File: src/rtl/host_ctrl.sv
// host_ctrl: host-side job controller upstream of the multi-core block.
// Accepts a job frame on a 16-bit valid/ready stream (mask, load base, load
// length, read base, read length, then payload). It writes the payload into
// data memory, runs the selected cores until end_process or a watchdog timeout,
// then streams a result window back out of data memory.
//
// Ports:
//   clk, rst                  rising-edge clock, synchronous active-high reset
//   in_data/in_valid/in_ready job stream input
//   out_data/out_valid/out_ready result stream output
//   status                    00 idle, 01 load, 10 run, 11 read
//   com_data_in/com_addr/com_wr_en  data-memory port (write data, address, strobe)
//   com_data_out              data-memory read data, one cycle after com_addr
//   n_cores                   core activate mask
//   end_process               core-0 completion flag
//   busy, done, error         job progress flags
module host_ctrl #(
  parameter int NUM_C   = 16,
  parameter int TIMEOUT = 65535
) (
  input  logic             clk,
  input  logic             rst,
  input  logic [15:0]      in_data,
  input  logic             in_valid,
  output logic             in_ready,
  output logic [15:0]      out_data,
  output logic             out_valid,
  input  logic             out_ready,
  output logic [1:0]       status,
  output logic [15:0]      com_data_in,
  output logic [15:0]      com_addr,
  output logic             com_wr_en,
  output logic [NUM_C-1:0] n_cores,
  input  logic [15:0]      com_data_out,
  input  logic             end_process,
  output logic             busy,
  output logic             done,
  output logic             error
);

  localparam logic [2:0] S_IDLE    = 3'd0;
  localparam logic [2:0] S_HDR     = 3'd1;
  localparam logic [2:0] S_LOAD    = 3'd2;
  localparam logic [2:0] S_RUN     = 3'd3;
  localparam logic [2:0] S_RD_ADDR = 3'd4;
  localparam logic [2:0] S_RD_WAIT = 3'd5;
  localparam logic [2:0] S_RD_OUT  = 3'd6;
  localparam logic [2:0] S_DONE    = 3'd7;

  // Last RUN cycle index before the watchdog fires (RUN lasts TIMEOUT cycles).
  localparam logic [15:0] RUN_LAST = 16'(TIMEOUT - 1);

  logic [2:0]       state;
  logic             armed;     // low for the first cycle after reset release
  logic [1:0]       hdr_idx;
  logic [NUM_C-1:0] mask;
  logic [NUM_C-1:0] h0_mask;
  logic [15:0]      ld_base;
  logic [15:0]      ld_len;
  logic [15:0]      rd_base;
  logic [15:0]      rd_len;
  logic [15:0]      ld_cnt;
  logic [15:0]      run_cnt;
  logic [15:0]      rd_cnt;
  logic             accept;

  // H0 resized to the core count (zero-extended or truncated).
  always_comb begin
    h0_mask = '0;
    for (int unsigned i = 0; i < NUM_C && i < 16; i++) h0_mask[i] = in_data[i];
  end

  // In LOAD, ready drops as soon as L words have been taken so the stream is
  // never over-read; the final write is still being presented that cycle.
  always_comb begin
    in_ready = 1'b0;
    if (armed) begin
      case (state)
        S_IDLE, S_HDR: in_ready = 1'b1;
        S_LOAD:        in_ready = (ld_cnt != ld_len);
        default:       in_ready = 1'b0;
      endcase
    end
  end

  assign accept = in_valid & in_ready;

  always_comb begin
    case (state)
      S_LOAD:                        status = 2'b01;
      S_RUN:                         status = 2'b10;
      S_RD_ADDR, S_RD_WAIT, S_RD_OUT: status = 2'b11;
      default:                       status = 2'b00;
    endcase
  end

  assign busy      = (state != S_IDLE);
  assign done      = (state == S_DONE);
  assign out_valid = (state == S_RD_OUT);

  always_ff @(posedge clk) begin
    if (rst) begin
      state       <= S_IDLE;
      armed       <= 1'b0;
      hdr_idx     <= '0;
      mask        <= '0;
      ld_base     <= '0;
      ld_len      <= '0;
      rd_base     <= '0;
      rd_len      <= '0;
      ld_cnt      <= '0;
      run_cnt     <= '0;
      rd_cnt      <= '0;
      com_wr_en   <= 1'b0;
      com_addr    <= '0;
      com_data_in <= '0;
      out_data    <= '0;
      n_cores     <= '0;
      error       <= 1'b0;
    end else begin
      armed     <= 1'b1;
      com_wr_en <= 1'b0;
      case (state)
        S_IDLE: begin
          if (accept) begin
            mask    <= h0_mask;
            error   <= 1'b0;
            hdr_idx <= '0;
            state   <= S_HDR;
          end
        end
        S_HDR: begin
          if (accept) begin
            hdr_idx <= hdr_idx + 2'd1;
            case (hdr_idx)
              2'd0: ld_base <= in_data;
              2'd1: ld_len  <= in_data;
              2'd2: rd_base <= in_data;
              default: begin
                rd_len  <= in_data;
                // Bit 0 forced: end_process only reports core 0.
                n_cores <= mask | NUM_C'(1);
                ld_cnt  <= '0;
                run_cnt <= '0;
                state   <= (ld_len != 16'd0) ? S_LOAD : S_RUN;
              end
            endcase
          end
        end
        S_LOAD: begin
          if (accept) begin
            com_wr_en   <= 1'b1;
            com_addr    <= ld_base + ld_cnt;
            com_data_in <= in_data;
            ld_cnt      <= ld_cnt + 16'd1;
          end else if (ld_cnt == ld_len) begin
            state <= S_RUN;
          end
        end
        S_RUN: begin
          run_cnt <= run_cnt + 16'd1;
          // end_process is ignored in the first RUN cycle and beats a
          // coincident timeout.
          if (run_cnt != 16'd0 && end_process) begin
            if (rd_len != 16'd0) begin
              com_addr <= rd_base;
              rd_cnt   <= '0;
              state    <= S_RD_ADDR;
            end else begin
              n_cores <= '0;
              state   <= S_DONE;
            end
          end else if (run_cnt == RUN_LAST) begin
            error   <= 1'b1;
            n_cores <= '0;
            state   <= S_DONE;
          end
        end
        S_RD_ADDR: state <= S_RD_WAIT;
        S_RD_WAIT: begin
          out_data <= com_data_out;
          state    <= S_RD_OUT;
        end
        S_RD_OUT: begin
          if (out_ready) begin
            if (rd_cnt + 16'd1 == rd_len) begin
              n_cores <= '0;
              state   <= S_DONE;
            end else begin
              rd_cnt   <= rd_cnt + 16'd1;
              com_addr <= rd_base + rd_cnt + 16'd1;
              state    <= S_RD_ADDR;
            end
          end
        end
        S_DONE:  state <= S_IDLE;
        default: state <= S_IDLE;
      endcase
    end
  end

endmodule

File: config.mk
export PLATFORM = sky130hd
export DESIGN_NAME = host_ctrl
export DESIGN_NICKNAME = d
export VERILOG_FILES = /design/src/rtl/host_ctrl.sv
export SDC_FILE = /design/constraint.sdc
export NUM_CORES = 1
export LEC_CHECK = 0
export CORE_MARGIN = 2
export CORE_UTILIZATION = 26
export CTS_CLUSTER_SIZE = 30
export DETAILED_ROUTE_END_ITERATION = 7
export GPL_TIMING_DRIVEN = 0
export SYNTH_ARGS = -nofsm -noshare
export SYNTH_HDL_FRONTEND = slang
export SYNTH_SLANG_ARGS = --single-unit
export TNS_END_PERCENT = 5
File: constraint.sdc
create_clock -name clk -period 3.69 [get_ports clk]
set_clock_uncertainty 0.1 [all_clocks]
set_input_delay 0.9225 -clock clk [delete_from_list [all_inputs] [get_ports clk]]
set_output_delay 0.9225 -clock clk [all_outputs]
set_load 0.05 [all_outputs]
Word level (Yosys, flattened, before mapping)
Cells that the tools add are included.
Storage, ports and cells
  word-level logic and storage cells: 135
  register bits after elaboration: 200
  input port bits: 37
  output and inout bits: 72
Operators by class
  eq/ne operators: 28
  add/sub/neg operators: 7
  multiplexer cells: 48
  reduce and logical (&&, ||, !) cells: 32
  bitwise gates (word level): 3
Operators with widths (count)
  $mux W16: 19
  $pmux W16 S2: 3
  $pmux W16 S3: 2
  $add A16 B1 Y16 const B: 4
  $reduce_bool A16 Y1: 3
  $add A16 B16 Y16: 2
  $eq A16 B16 Y1: 2
  $mux W3: 8
  $pmux W3 S8: 1
  $ne A2 B2 Y1 const B: 11
  $reduce_and A3 Y1: 6
  $eq A16 B16 Y1 const B: 1
  $ne A16 B16 Y1: 1
  $reduce_and A7 Y1: 2
  $eq A3 B3 Y1 const B: 4
  $reduce_bool A2 Y1: 5
  $reduce_bool A3 Y1: 3
  $mux W2: 4
  $reduce_and A4 Y1: 2
  $mux W1: 7
  $eq A3 B2 Y1 const B: 2
  $ne A3 B3 Y1 const B: 2
  $pmux W2 S3: 1
  $reduce_and A6 Y1: 1
  16 further kinds: 22

Longest topological paths before layout
  depth after elaboration: 7
  depth in mapped cells: 12
  gate-level depth less buffers: 11

Worst setup path before layout
No wires, ideal clock.
  kind: register to output
  start point: register ld_cnt[3]
  end point: output port in_ready
  path buffers: 0
  stages on the path, launching flop included: 7
  arrival: 2.152 ns
  required time: 2.668 ns
  setup slack: 0.515 ns
  cell sequence: dfxtp_1 > xor2_1 > nor4_1 > nand4_1 > and3_1 > nor2b_1 > nor3b_1
On the way
  word-level cells in the longest chain between the ends: 3
RTL lines
  start, declared: RTL line 62  | logic [15:0] ld_cnt;
  start signal, assigned: RTL line 155  | ld_cnt <= ld_cnt + 16'd1;
  $ne A16 B16 Y1: RTL line 80  | S_LOAD: in_ready = (ld_cnt != ld_len);
  $pmux W1 S2: RTL line 78  | case (state)
  $mux W1: RTL line 77  | if (armed) begin
  end, declared: RTL line 25  | output logic in_ready,
Every way passes these cells.

Worst setup path in the final report
  start point: register ld_cnt[0]
  end point: output port in_ready
Same word-level chain as after synthesis.

==> metrics.csv <==
metric,value,unit
sequential power share,49.2,%
die area,40600,sq um
peak supply drop,0.325,mV
worst-path fanout max,5,
RSZ-0062 raised after global routing,yes,
GR Util met2,24.5,%
GPL Wtd Cong,0.911,
Skew-Pair Late Insertion Delay,0.46,ns
Final min period,3.55,ns
asr flop ratio synth,0,%
"Largest delay share family, worst path",simple AND/OR/NAND/NOR gates,
IO buf count,107,
Pint,3.21,mW
Synth Area per Inst,8.13,sq um
Synth Area in Compound Gates,18.2,%
Post-route DRC,0,
Yosys top cell area share,39.2,%
Startpoint Class,flop,
fmax,0.281,GHz
die width,202,um
layout cells sized above 1,5.76,%
Antenna diodes,0,
power per cell area,356,nW/um^2
cell taking the most area after synthesis,dfxtp_1,
Slew HR,34.1,%
Final Hold Vio Count,0,
hold_ws,0.359,ns
final period utilization,96.3,%
crit-path cells,xor2_1 -> nor4_1 -> nand4_1 -> and3_1 -> nor2b_1 -> nor3b_1 -> dlygate4sd2_1,
CTS Root Cell,clkbuf_16,
Critical R2R Launch,rd_cnt[1],
DR pass1 iterations,5,
Max-Cap Viols,0,
power consumption,4.44,mW
# H-tree levels,4,
CP required,2.67,ns
Critical-path top delay cell,dlygate4sd2_1,
initial antenna violation count,0,
largest family of logic cells by synthesized area,simple AND/OR/NAND/NOR gates,
Die Span Y,202,um
vias per cell,4.91,
Worst-Margin Slew,0.989,ns
CTS tree,done,
antenna-violating nets left,0,
CTS Sinks,199,
Iteration-0 DRC Markers,895,
P_sw,1.23,mW
Worst EP arrival,2.53,ns
hold_sp,out_data[4],
ys flop type,dfxtp_1,
LEAKAGE,4.63,nW
largest net degree at the start of global routing,22,
final setup vio count,0,
combinational share of power,7.2,%
clock network fraction of design power,43.6,%
Max clock buf depth,2,
Via Count,9358,
gr usage total,16.0,%
crit path from,ld_cnt[0],
Crit Path Category,flop to primary output,
HP Class,flop to flop,
detailed placement HPWL,24.5,mm
proportion of synthesized area in mux cells,2.49,%
total global routing overflow,0,
Avg WL per Cell,17.2,um
crit path capture type,primary output,
largest cells by area after synthesis,"dfxtp_1 39%, nand2_1 9.0%, a21oi_1 7.6%",
core area,38600,sq um
CTS clock-pin slew for the worst setup and hold paths,0.08,ns
Ys Warns,0,
simple-gate area share of the yosys netlist,23.9,%
"wirelength, routed",32.8,mm
status,"finished, final reports clean",
vias in the first global route,8819,
first-pass GRT wire length,50.6,mm
area delta synth->final,22.9,%
Crit path buffers/inverters,1,
Cells after Synth,1249,
Yosys cell types,76,
Netlist Area Pre-Place,10200,sq um
# nets final,1453,
CTS Buf Count,17,
crit-path max cell delay,0.47,ns
IO Count,109,
Pins Over Slew Limit,0,
num rows,72,
M3 GR Usage,3.09,%
switching share of power,27.6,%
grt met1 use,22.7,%
number of synthesized flops with an enable pin,0,
synthesized-area fraction occupied by adder cells,5.20,%
Synth Area in XOR/XNOR,6.90,%
GRT Max-Usage Layer,met2,
Starting Density,26.3,%
sequential area share after synthesis,39.2,%
"FF+latch count, synth",199,
Syn Nets,1327,
area by class of cell:
cell class	count	area (sq um)
fillers	4164	26100
multi-input cells	959	5760
flip-flops and latches	199	3980
repair buffers	107	1060
well taps	518	648
clock buffers	18	439
plain buffers	71	334
clock inverters	14	173
inverters	20	75.1
path summary, 6_finish.rpt:
check,end,slack (ns),cells past startpoint
min,out_data[4],0.36,2
max,in_ready,0.14,7
min reg2reg,out_data[4],0.36,2
max reg2reg,n_cores[8],0.24,11
logic make-up (layout without fill, tap and decap cells):
logic type,after synthesis,after routing
AO/OA/AOI/OAI,293,293
XOR/XNOR,80,80
adder cells (fa/ha/maj),41,41
buffers and inverters,91,230
flip-flops,199,199
multiplexers,25,25
AND/OR/NAND/NOR,520,520
power by group through the flow:
| stage | Sequential [mW] | Clock, mW | Combinational [mW] |
|---|---|---|---|
| 2_1_floorplan | 2.25 | 0 | 0.146 |
| 3_3_place_gp | 2.23 | 0 | 0.317 |
| 3_5_place_dp | 2.23 | 0 | 0.318 |
| 4_1_cts | 2.18 | 1.97 | 0.318 |
| 5_1_grt | 2.18 | 2.06 | 0.341 |
| 6_report | 2.18 | 1.94 | 0.320 |
worst register-to-register path: stages (launching register included):
cell and delay (ns):
dfxtp_1 0.50, ha_1 0.37, and4_1 0.21, buf_2 0.19
nand4_1 0.21, xnor2_1 0.22, a2111oi_4 0.38, o2111ai_2 0.29
a21oi_2 0.27, clkbuf_1 0.35, nand2b_1 0.16, a21oi_1 0.06
layout by cell type, fill, tap and decap left out, types with 4 or more instances in the layout:
cell             instances
clkinv_8                 5
nand2_1                244
or3_1                   14
nor3_1                  16
nor2b_1                  9
a211oi_2                 8
xnor2_1                 35
nand3_1                 45
ha_1                    39
clkdlybuf4s50_1        102
buf_4                    6
a21oi_1                155
dfxtp_1                199
o21ai_0                 36
clkbuf_16               17
nor4_1                  18
a221oi_1                 6
and4_1                   6
nand2b_1                24
and3_1                  11
nor2_1                  88
o21a_1                   7
inv_1                   19
nor3b_1                  7
clkbuf_1                54
inv_6                    4
a21o_1                   6
nand3b_1                 4
xor2_1                  45
mux2i_1                 23
a22o_1                   4
a211oi_1                 6
and2_1                   7
nand4_1                 11
buf_6                    5
a31oi_1                 14
a22oi_1                  6
buf_2                    6
cell usage after synthesis, drive strengths merged (4+ instances only):
master / instances
xor2: 45
buf: 17
a21oi: 156
a22oi: 6
dfxtp: 199
o21ai: 38
xnor2: 35
a31oi: 14
inv: 19
a221oi: 6
a22o: 4
ha: 39
nor3: 17
o21a: 7
clkbuf: 54
nand4: 12
and2: 9
a211oi: 14
nand3b: 4
nand3: 45
a21o: 6
or3: 15
nor3b: 8
nor2b: 9
nor2: 88
nand2: 244
nand2b: 24
and3: 11
mux2i: 23
nor4: 18
and4: 8
routing by layer:
layer,up-vias,wire length [um]
met1,4414,15800
met4,0,755
met3,48,2070
met2,293,14200
li1,4603,-
met5,-,0
through the flow:
step	instances	worst slack, ns	utilization (%)	setup TNS [ns]	cell area, sq um
after CTS	1906	0.0235	32.4	0	12500
after global placement	1874	-0.0634	30.8	-0.256	11900
final	1906	0.135	32.4	0	12500
after global routing	1906	-0.00286	32.4	-0.00286	12500
after floorplan	1249	0.515	-	0	10200
after detailed placement	1874	-0.116	30.8	-1.34	11900
timing repair:
action / in CTS / in global routing
pin swaps: 0 / 0
hold buffers: 0 / 0
setup endpoints to repair: 3 / 5
gates resized for setup: 3 / 6
setup buffers: 0 / 0
No activity file was read; power rests on OpenSTA's default activity.
